**src/rtl/decode_ctrl_stage.sv**
```systemverilog
// RV32I(+M) decode stage: decodes one instruction into a registered control bundle
// for execute, and holds the front end while a multi-cycle divide occupies execute.
module decode_ctrl_stage #(
    parameter bit ENABLE_M   = 1'b1,
    parameter int DIV_CYCLES = 32
) (
    input  logic        clk,
    input  logic        rst_n,
    input  logic [31:0] instr_i,
    input  logic        valid_i,
    output logic        ready_o,
    input  logic        stall_i,
    input  logic        flush_i,
    output logic        valid_o,
    output logic        reg_write_o,
    output logic [1:0]  result_src_o,
    output logic        mem_write_o,
    output logic        jump_o,
    output logic        branch_o,
    output logic [4:0]  alu_ctrl_o,
    output logic        alu_src_o,
    output logic        alu_src_a_o,
    output logic [2:0]  imm_src_o,
    output logic [1:0]  store_src_o,
    output logic [2:0]  branch_type_o,
    output logic [2:0]  load_part_o,
    output logic        sum_src_o,
    output logic        muldiv_o,
    output logic        illegal_o,
    output logic        busy_o
);

    localparam int CNT_W = (DIV_CYCLES > 1) ? $clog2(DIV_CYCLES) : 1;

    localparam logic [6:0] OP_R      = 7'b0110011;
    localparam logic [6:0] OP_I      = 7'b0010011;
    localparam logic [6:0] OP_LOAD   = 7'b0000011;
    localparam logic [6:0] OP_STORE  = 7'b0100011;
    localparam logic [6:0] OP_BRANCH = 7'b1100011;
    localparam logic [6:0] OP_JAL    = 7'b1101111;
    localparam logic [6:0] OP_JALR   = 7'b1100111;
    localparam logic [6:0] OP_LUI    = 7'b0110111;
    localparam logic [6:0] OP_AUIPC  = 7'b0010111;

    localparam logic [6:0] F7_BASE = 7'b0000000;
    localparam logic [6:0] F7_ALT  = 7'b0100000;
    localparam logic [6:0] F7_MUL  = 7'b0000001;

    localparam logic [4:0] ALU_ADD   = 5'b00000;
    localparam logic [4:0] ALU_SUB   = 5'b00001;
    localparam logic [4:0] ALU_AND   = 5'b00010;
    localparam logic [4:0] ALU_OR    = 5'b00011;
    localparam logic [4:0] ALU_SLT   = 5'b00101;
    localparam logic [4:0] ALU_SLL   = 5'b00110;
    localparam logic [4:0] ALU_SRL   = 5'b00111;
    localparam logic [4:0] ALU_XOR   = 5'b01000;
    localparam logic [4:0] ALU_SLTU  = 5'b01001;
    localparam logic [4:0] ALU_SRA   = 5'b01010;
    localparam logic [4:0] ALU_LUI   = 5'b01011;
    localparam logic [4:0] ALU_AUIPC = 5'b01100;

    localparam logic [2:0] IMM_I = 3'b001;
    localparam logic [2:0] IMM_S = 3'b010;
    localparam logic [2:0] IMM_B = 3'b011;
    localparam logic [2:0] IMM_U = 3'b100;
    localparam logic [2:0] IMM_J = 3'b101;

    typedef struct packed {
        logic       reg_write;
        logic [1:0] result_src;
        logic       mem_write;
        logic       jump;
        logic       branch;
        logic [4:0] alu_ctrl;
        logic       alu_src;
        logic       alu_src_a;
        logic [2:0] imm_src;
        logic [1:0] store_src;
        logic [2:0] branch_type;
        logic [2:0] load_part;
        logic       sum_src;
        logic       muldiv;
        logic       illegal;
    } ctrl_t;

    typedef enum logic {IDLE, DIV_BUSY} state_e;

    logic [6:0] opcode;
    logic [2:0] funct3;
    logic [6:0] funct7;
    assign opcode = instr_i[6:0];
    assign funct3 = instr_i[14:12];
    assign funct7 = instr_i[31:25];

    // Register and immediate fields are consumed by the register file, not here.
    logic unused_instr_bits;
    assign unused_instr_bits = ^{instr_i[24:15], instr_i[11:7]};

    ctrl_t dec;
    logic  dec_bad;
    logic  dec_is_div;

    always_comb begin
        // NOTE: every signal gets a default first so no latch is inferred.
        dec        = '0;
        dec_bad    = 1'b0;
        dec_is_div = 1'b0;
        case (opcode)
            OP_R: begin
                dec.reg_write = 1'b1;
                if (funct7 == F7_BASE) begin
                    case (funct3)
                        3'b000: dec.alu_ctrl = ALU_ADD;
                        3'b001: dec.alu_ctrl = ALU_SLL;
                        3'b010: dec.alu_ctrl = ALU_SLT;
                        3'b011: dec.alu_ctrl = ALU_SLTU;
                        3'b100: dec.alu_ctrl = ALU_XOR;
                        3'b101: dec.alu_ctrl = ALU_SRL;
                        3'b110: dec.alu_ctrl = ALU_OR;
                        3'b111: dec.alu_ctrl = ALU_AND;
                    endcase
                end else if (funct7 == F7_ALT && funct3 == 3'b000) begin
                    dec.alu_ctrl = ALU_SUB;
                end else if (funct7 == F7_ALT && funct3 == 3'b101) begin
                    dec.alu_ctrl = ALU_SRA;
                end else if (ENABLE_M && funct7 == F7_MUL) begin
                    // MDU codes are 10 followed by funct3; funct3[2] selects the divides.
                    dec.alu_ctrl = {2'b10, funct3};
                    dec.muldiv   = 1'b1;
                    dec_is_div   = funct3[2];
                end else begin
                    dec_bad = 1'b1;
                end
            end
            OP_I: begin
                dec.reg_write = 1'b1;
                dec.alu_src   = 1'b1;
                dec.imm_src   = IMM_I;
                case (funct3)
                    3'b000: dec.alu_ctrl = ALU_ADD;
                    3'b010: dec.alu_ctrl = ALU_SLT;
                    3'b011: dec.alu_ctrl = ALU_SLTU;
                    3'b100: dec.alu_ctrl = ALU_XOR;
                    3'b110: dec.alu_ctrl = ALU_OR;
                    3'b111: dec.alu_ctrl = ALU_AND;
                    3'b001: begin
                        dec.alu_ctrl = ALU_SLL;
                        dec_bad      = (funct7 != F7_BASE);
                    end
                    3'b101: begin
                        dec.alu_ctrl = (funct7 == F7_ALT) ? ALU_SRA : ALU_SRL;
                        dec_bad      = (funct7 != F7_BASE) && (funct7 != F7_ALT);
                    end
                endcase
            end
            OP_LOAD: begin
                dec.reg_write  = 1'b1;
                dec.result_src = 2'b01;
                dec.alu_src    = 1'b1;
                dec.imm_src    = IMM_I;
                dec.load_part  = funct3;
                dec_bad        = (funct3 == 3'b011) || (funct3[2:1] == 2'b11);
            end
            OP_STORE: begin
                dec.mem_write = 1'b1;
                dec.alu_src   = 1'b1;
                dec.imm_src   = IMM_S;
                case (funct3)
                    3'b000:  dec.store_src = 2'b10;
                    3'b001:  dec.store_src = 2'b01;
                    3'b010:  dec.store_src = 2'b00;
                    default: dec_bad       = 1'b1;
                endcase
            end
            OP_BRANCH: begin
                dec.branch      = 1'b1;
                dec.imm_src     = IMM_B;
                dec.branch_type = funct3;
                case (funct3)
                    3'b000, 3'b001: dec.alu_ctrl = ALU_SUB;
                    3'b100, 3'b101: dec.alu_ctrl = ALU_SLT;
                    3'b110, 3'b111: dec.alu_ctrl = ALU_SLTU;
                    default:        dec_bad      = 1'b1;
                endcase
            end
            OP_JAL: begin
                dec.reg_write  = 1'b1;
                dec.jump       = 1'b1;
                dec.result_src = 2'b10;
                dec.imm_src    = IMM_J;
            end
            OP_JALR: begin
                dec.reg_write  = 1'b1;
                dec.jump       = 1'b1;
                dec.result_src = 2'b10;
                dec.alu_src    = 1'b1;
                dec.imm_src    = IMM_I;
                dec.sum_src    = 1'b1;
                dec_bad        = (funct3 != 3'b000);
            end
            OP_LUI: begin
                dec.reg_write = 1'b1;
                dec.alu_src   = 1'b1;
                dec.imm_src   = IMM_U;
                dec.alu_ctrl  = ALU_LUI;
            end
            OP_AUIPC: begin
                dec.reg_write = 1'b1;
                dec.alu_src   = 1'b1;
                dec.alu_src_a = 1'b1;
                dec.imm_src   = IMM_U;
                dec.alu_ctrl  = ALU_AUIPC;
            end
            default: dec_bad = 1'b1;
        endcase
        if (dec_bad) begin
            dec         = '0;
            dec.illegal = 1'b1;
            dec_is_div  = 1'b0;
        end
    end

    state_e             state_q, state_d;
    logic [CNT_W-1:0]   cnt_q, cnt_d;
    logic               valid_q, valid_d;
    ctrl_t              bundle_q, bundle_d;

    assign ready_o = !stall_i && (state_q == IDLE);
    assign busy_o  = (state_q == DIV_BUSY);

    // Priority: flush, then stall, then divide bubble, then capture or bubble.
    always_comb begin
        state_d  = state_q;
        cnt_d    = cnt_q;
        valid_d  = valid_q;
        bundle_d = bundle_q;
        if (flush_i) begin
            valid_d = 1'b0;
            state_d = IDLE;
            cnt_d   = '0;
        end else if (!stall_i) begin
            if (state_q == DIV_BUSY) begin
                valid_d = 1'b0;
                if (cnt_q == CNT_W'(1)) begin
                    state_d = IDLE;
                    cnt_d   = '0;
                end else begin
                    cnt_d = cnt_q - CNT_W'(1);
                end
            end else if (valid_i) begin
                valid_d  = 1'b1;
                bundle_d = dec;
                if (dec_is_div && DIV_CYCLES > 1) begin
                    state_d = DIV_BUSY;
                    cnt_d   = CNT_W'(DIV_CYCLES - 1);
                end
            end else begin
                valid_d = 1'b0;
            end
        end
    end

    // NOTE: non-blocking assignments so every register updates from pre-edge values.
    always_ff @(posedge clk or negedge rst_n) begin
        if (!rst_n) begin
            state_q  <= IDLE;
            cnt_q    <= '0;
            valid_q  <= 1'b0;
            bundle_q <= '0;
        end else begin
            state_q  <= state_d;
            cnt_q    <= cnt_d;
            valid_q  <= valid_d;
            bundle_q <= bundle_d;
        end
    end

    assign valid_o       = valid_q;
    assign reg_write_o   = bundle_q.reg_write;
    assign result_src_o  = bundle_q.result_src;
    assign mem_write_o   = bundle_q.mem_write;
    assign jump_o        = bundle_q.jump;
    assign branch_o      = bundle_q.branch;
    assign alu_ctrl_o    = bundle_q.alu_ctrl;
    assign alu_src_o     = bundle_q.alu_src;
    assign alu_src_a_o   = bundle_q.alu_src_a;
    assign imm_src_o     = bundle_q.imm_src;
    assign store_src_o   = bundle_q.store_src;
    assign branch_type_o = bundle_q.branch_type;
    assign load_part_o   = bundle_q.load_part;
    assign sum_src_o     = bundle_q.sum_src;
    assign muldiv_o      = bundle_q.muldiv;
    assign illegal_o     = bundle_q.illegal;

endmodule

```
**config.mk**
```make
export PLATFORM = sky130hd
export DESIGN_NAME = decode_ctrl_stage
export DESIGN_NICKNAME = d
export VERILOG_FILES = /design/src/rtl/decode_ctrl_stage.sv
export SDC_FILE = /design/constraint.sdc
export NUM_CORES = 1
export LEC_CHECK = 0
export BUFFER_PORTS_ARGS = -buffer_cell sky130_fd_sc_hd__buf_4
export CAP_MARGIN = 20
export CORE_MARGIN = 2
export CORE_UTILIZATION = 30
export DETAILED_ROUTE_END_ITERATION = 6
export SYNTH_ARGS = -nofsm -noshare
export SYNTH_HDL_FRONTEND = slang
export SYNTH_SLANG_ARGS = --single-unit
```
**constraint.sdc**
```tcl
create_clock -name clk -period 2 [get_ports clk]
set_input_delay 0 -clock clk [delete_from_list [all_inputs] [get_ports clk]]
set_output_delay 0 -clock clk [all_outputs]
set_load 0.05 [all_outputs]
```
==> qor.csv <==
stage;metric;value;unit
route;via count;2127;
sta;hold_ws;0.00879;ns
yosys;Syn Inst Count;241;
global_routing;vias in the first global route;1992;
layout;layout cell share with drive strength beyond 1;0.263;
route;Final Routed Wirelength;6130;µm
layout;P&R area growth vs syn;30.7;%
floorplanning;DIE HEIGHT;87.9;µm
clock_tree;Num CTS Buffers;5;
job;Max Cap Viol;0;
placed_design;PortBufs;51;
yosys;synthesized area per cell;8.76;µm²
yosys;Synth Cell Area;2110;µm²
run_status;status;complete, no violations;
power;Total Power;1400;µW
sta;Slew HR;0.648;
yosys;mux share of post-synthesis cell area;0.00948;
sta;Pins Over Slew Limit;0;
global_routing;first-pass GRT wire length;9970;µm
power;switching share of total power;0.276;
sta;Clock Skews;0.00510;ns
clock_tree;clock root buffer;clkbuf_8;
floorplanning;number of top-level pins;67;
power;clock share of power;0.371;
worst_setup_path;crit path max fanout;9;
layout;flip-flop and latch area;802;µm²
global_routing;GRT met2 Usage;0.253;
yosys;Synth Area in Compound Gates;0.266;
layout;Finished Core Util;0.406;
worst_setup_path;crit path DAT;2.00;ns
clock_tree;Clock Sinks;32;
power;Flop pwr share;0.467;
global_routing;total gr overflow;0;
yosys;post-synth cell types;55;
floorplanning;Initial Utilization;0.311;
yosys;EDFF count, synth;0;
sta;Finish-stage setup viols;0;
hold_path;Hold Crit Class;primary input to flip-flop;
route;initial drt markers;208;
layout;Final Instance Count excl. Fillers;396;
yosys;syn nets;284;
route;Post-DRT Antenna Nets;0;
worst_setup_path;Critical Path End Type;flip-flop;
placed_design;DP Cell Count;385;
sta;worst slew pin tran;0.520;ns
clock_tree;CTS tree;done;
route;DRT Pass-1 Iters;5;
yosys;xor/xnor share of the synthesized area;0;
route;post-route DRC violation count;0;
route;vias per cell;5.37;
power;Comb power frac;0.162;
sta;unrepaired setup endpoints after global routing;no;
sta;worst setup margin;0.179;ns
clock_tree;H-tree lvl count;2;
route;routed wire length per instance;15.5;µm
yosys;Post-synth ARST share;1.00;
global_routing;initial antenna violation count;0;
floorplanning;die area;7730;µm²
layout;Layout Nets;342;
sta;Tcrit/Tclk final;0.911;
floorplanning;Die Wd;87.9;µm
power;Int Pwr;1020;µW
clock_tree;clk_lat worst skew;0.29;ns
layout;ant diodes;0;
yosys;largest family of logic cells by synthesized area;compound AO/OA/AOI/OAI gates;
global_routing;GR peak layer;met2;
global_routing;GR Util met3;0.0368;
sta;final hold viol count;0;
yosys;Ys Warns;0;
sta;Max Clock Freq;0.549;GHz
yosys;Synth Register Bits;32;
clock_tree;deepest clock path buffer count;2;
floorplanning;Core Region;6790;µm²
yosys;sequential-to-total area share from yosys stat;0.379;
yosys;Most used DFF post-synth;dfrtp_1;
power;Psw;387;µW
worst_setup_path;WS Path Type;primary input to flip-flop;
global_routing;largest net degree at the start of global routing;33;
clock_tree;Clock transition at path regs;0.07;ns
yosys;Synth Area in Simple Gates;0.246;
power;VDD IR-drop max;0.000186;V
worst_setup_path;critical path required time;2.18;ns
worst_setup_path;crit start category;primary input;
layout;number of fillers in the final layout;702;
layout;multi-input logic area;1180;µm²
yosys;Post-Synth Adder-Cell Area;0.0355;
global_routing;met1 Track Usage GR;0.228;
floorplanning;Rows;30;
placed_design;Place WS;0.0818;ns
power;PwrDens;508;nW/µm²
global_routing;GRT Total Usage;0.164;
placed_design;dpl hpwl;4620;µm
power;Pleak;0.00128;µW
sta;Final min period;1.82;ns
placed_design;RePlAce Congestion;0.858;
-- sequential cells by signal, summed over array words and instances, names as in the netlist, 2 cells and up --
| name | cells |
|---|---|
| store_src_o | 2 |
| branch_type_o | 3 |
| alu_ctrl_o | 4 |
| imm_src_o | 3 |
| result_src_o | 2 |
| cnt_q | 5 |
| load_part_o | 3 |
-- routing by layer --
metal,routed length [µm],vias to the layer above
li1,-,1027
met1,2880,1028
met2,2830,65
met3,343,7
met4,80,0
met5,0,-
-- power by group through the flow --
stage	clock network (µW)	logic (µW)	registers [µW]
after global placement	0	220	667
after CTS	541	227	654
after global routing	569	250	655
after detailed placement	0	222	667
after floorplan	0	107	684
final	521	227	655
-- stage by stage --
stage          area (µm²)  setup TNS (ns)
6_report             2760               0
2_1_floorplan        2110         -0.0396
3_5_place_dp         2640               0
3_3_place_gp         2640               0
5_1_grt              2760               0
4_1_cts              2760               0
-- cells in the mapped netlist, types with 3 or more instances --
cell type  count  area share
o31ai_1        9       0.032
and2_1         5       0.015
nand4_1        4       0.012
o211ai_1       3       0.011
nand2_1       25       0.044
nor2b_1        6       0.018
nand3b_1       3       0.011
ha_1           6       0.036
o21ai_0        9       0.021
nor2_1        14       0.025
o2111ai_1      3       0.012
inv_1         10       0.018
a21oi_1       16       0.038
dfrtp_1       32        0.38
a32o_1         7       0.033
clkbuf_1      11       0.020
nor4_1         3      0.0089
a22o_1         6       0.025
a31oi_1        4       0.012
a21o_1         3       0.011
nand3_1        8       0.019
nor3_1        11       0.026
-- final timing paths --
| kind | endpoint | start | cells past startpoint | slack, ns |
|---|---|---|---|---|
| max in group asynchronous | busy_o | rst_n | 2 | 1.49 |
| hold / removal | valid_o | stall_i | 3 | 0.009 |
| min in group asynchronous | cnt_q[4] | rst_n | 2 | 0.18 |
| setup reg to reg | alu_ctrl_o[2] | busy_o | 5 | 0.18 |
| setup / recovery | alu_ctrl_o[1] | instr_i[6] | 8 | 0.18 |
| hold reg to reg | result_src_o[0] | result_src_o[0] | 1 | 0.48 |
-- cells by family (layout without fill, tap and decap cells) --
| group | Yosys count | in the layout |
|---|---|---|
| AOI/OAI and AO/OA | 76 | 76 |
| adders and majority gates | 6 | 6 |
| buffers and inverters | 29 | 88 |
| DFF | 32 | 32 |
| muxes | 2 | 2 |
| and+or+nand+nor | 96 | 96 |
-- critical path, stage by stage --
cell,delay (ns)
dlygate4sd3_1,0.54
buf_4,0.17
nor2_1,0.26
and4_1,0.27
o311ai_0,0.13
buf_4,0.17
and4b_1,0.24
a22o_1,0.20
-- cell usage in the layout (no fill, tap or decap), drive strengths merged, types with 2 or more instances in the layout --
| master | Yosys | final |
|---|---|---|
| buf | 7 | 66 |
| dfrtp | 32 | 32 |
| nand2 | 25 | 25 |
| a21oi | 16 | 16 |
| nor2 | 14 | 14 |
| nor3 | 11 | 11 |
| inv | 10 | 10 |
| o21ai | 9 | 9 |
| o31ai | 9 | 9 |
| nand3 | 8 | 8 |
| clkbuf | 11 | 8 |
| a32o | 7 | 7 |
| nor2b | 6 | 6 |
| a22o | 6 | 6 |
| ha | 6 | 6 |
| and2 | 6 | 6 |
| nand4 | 4 | 4 |
| a31oi | 4 | 4 |
| nand3b | 3 | 3 |
| o211ai | 3 | 3 |
| o2111ai | 3 | 3 |
| nor4 | 3 | 3 |
| a21o | 3 | 3 |
| dlygate4sd3 | 0 | 3 |
| and3b | 2 | 2 |
| o21a | 2 | 2 |
| or3 | 2 | 2 |
| nor4b | 2 | 2 |
| mux2i | 2 | 2 |
| a311oi | 2 | 2 |
| a221o | 2 | 2 |
| or4b | 2 | 2 |
-- layout make-up --
type	instances	area share
clock buffers	8	0.0326
flip-flops and latches	32	0.290
multi-input cells	180	0.428
inverters	11	0.0150
well taps	96	0.0435
repair buffers	69	0.190
-- repair_timing --
item | 4_1_cts | 5_1_grt
hold buffers | 3 | 0
setup buffers | 0 | 0
hold endpoints to repair | 40 | 0
endpoints found under the setup margin | 0 | 3
resized for setup | 0 | 1
No activity file was read; power rests on OpenSTA's default activity.
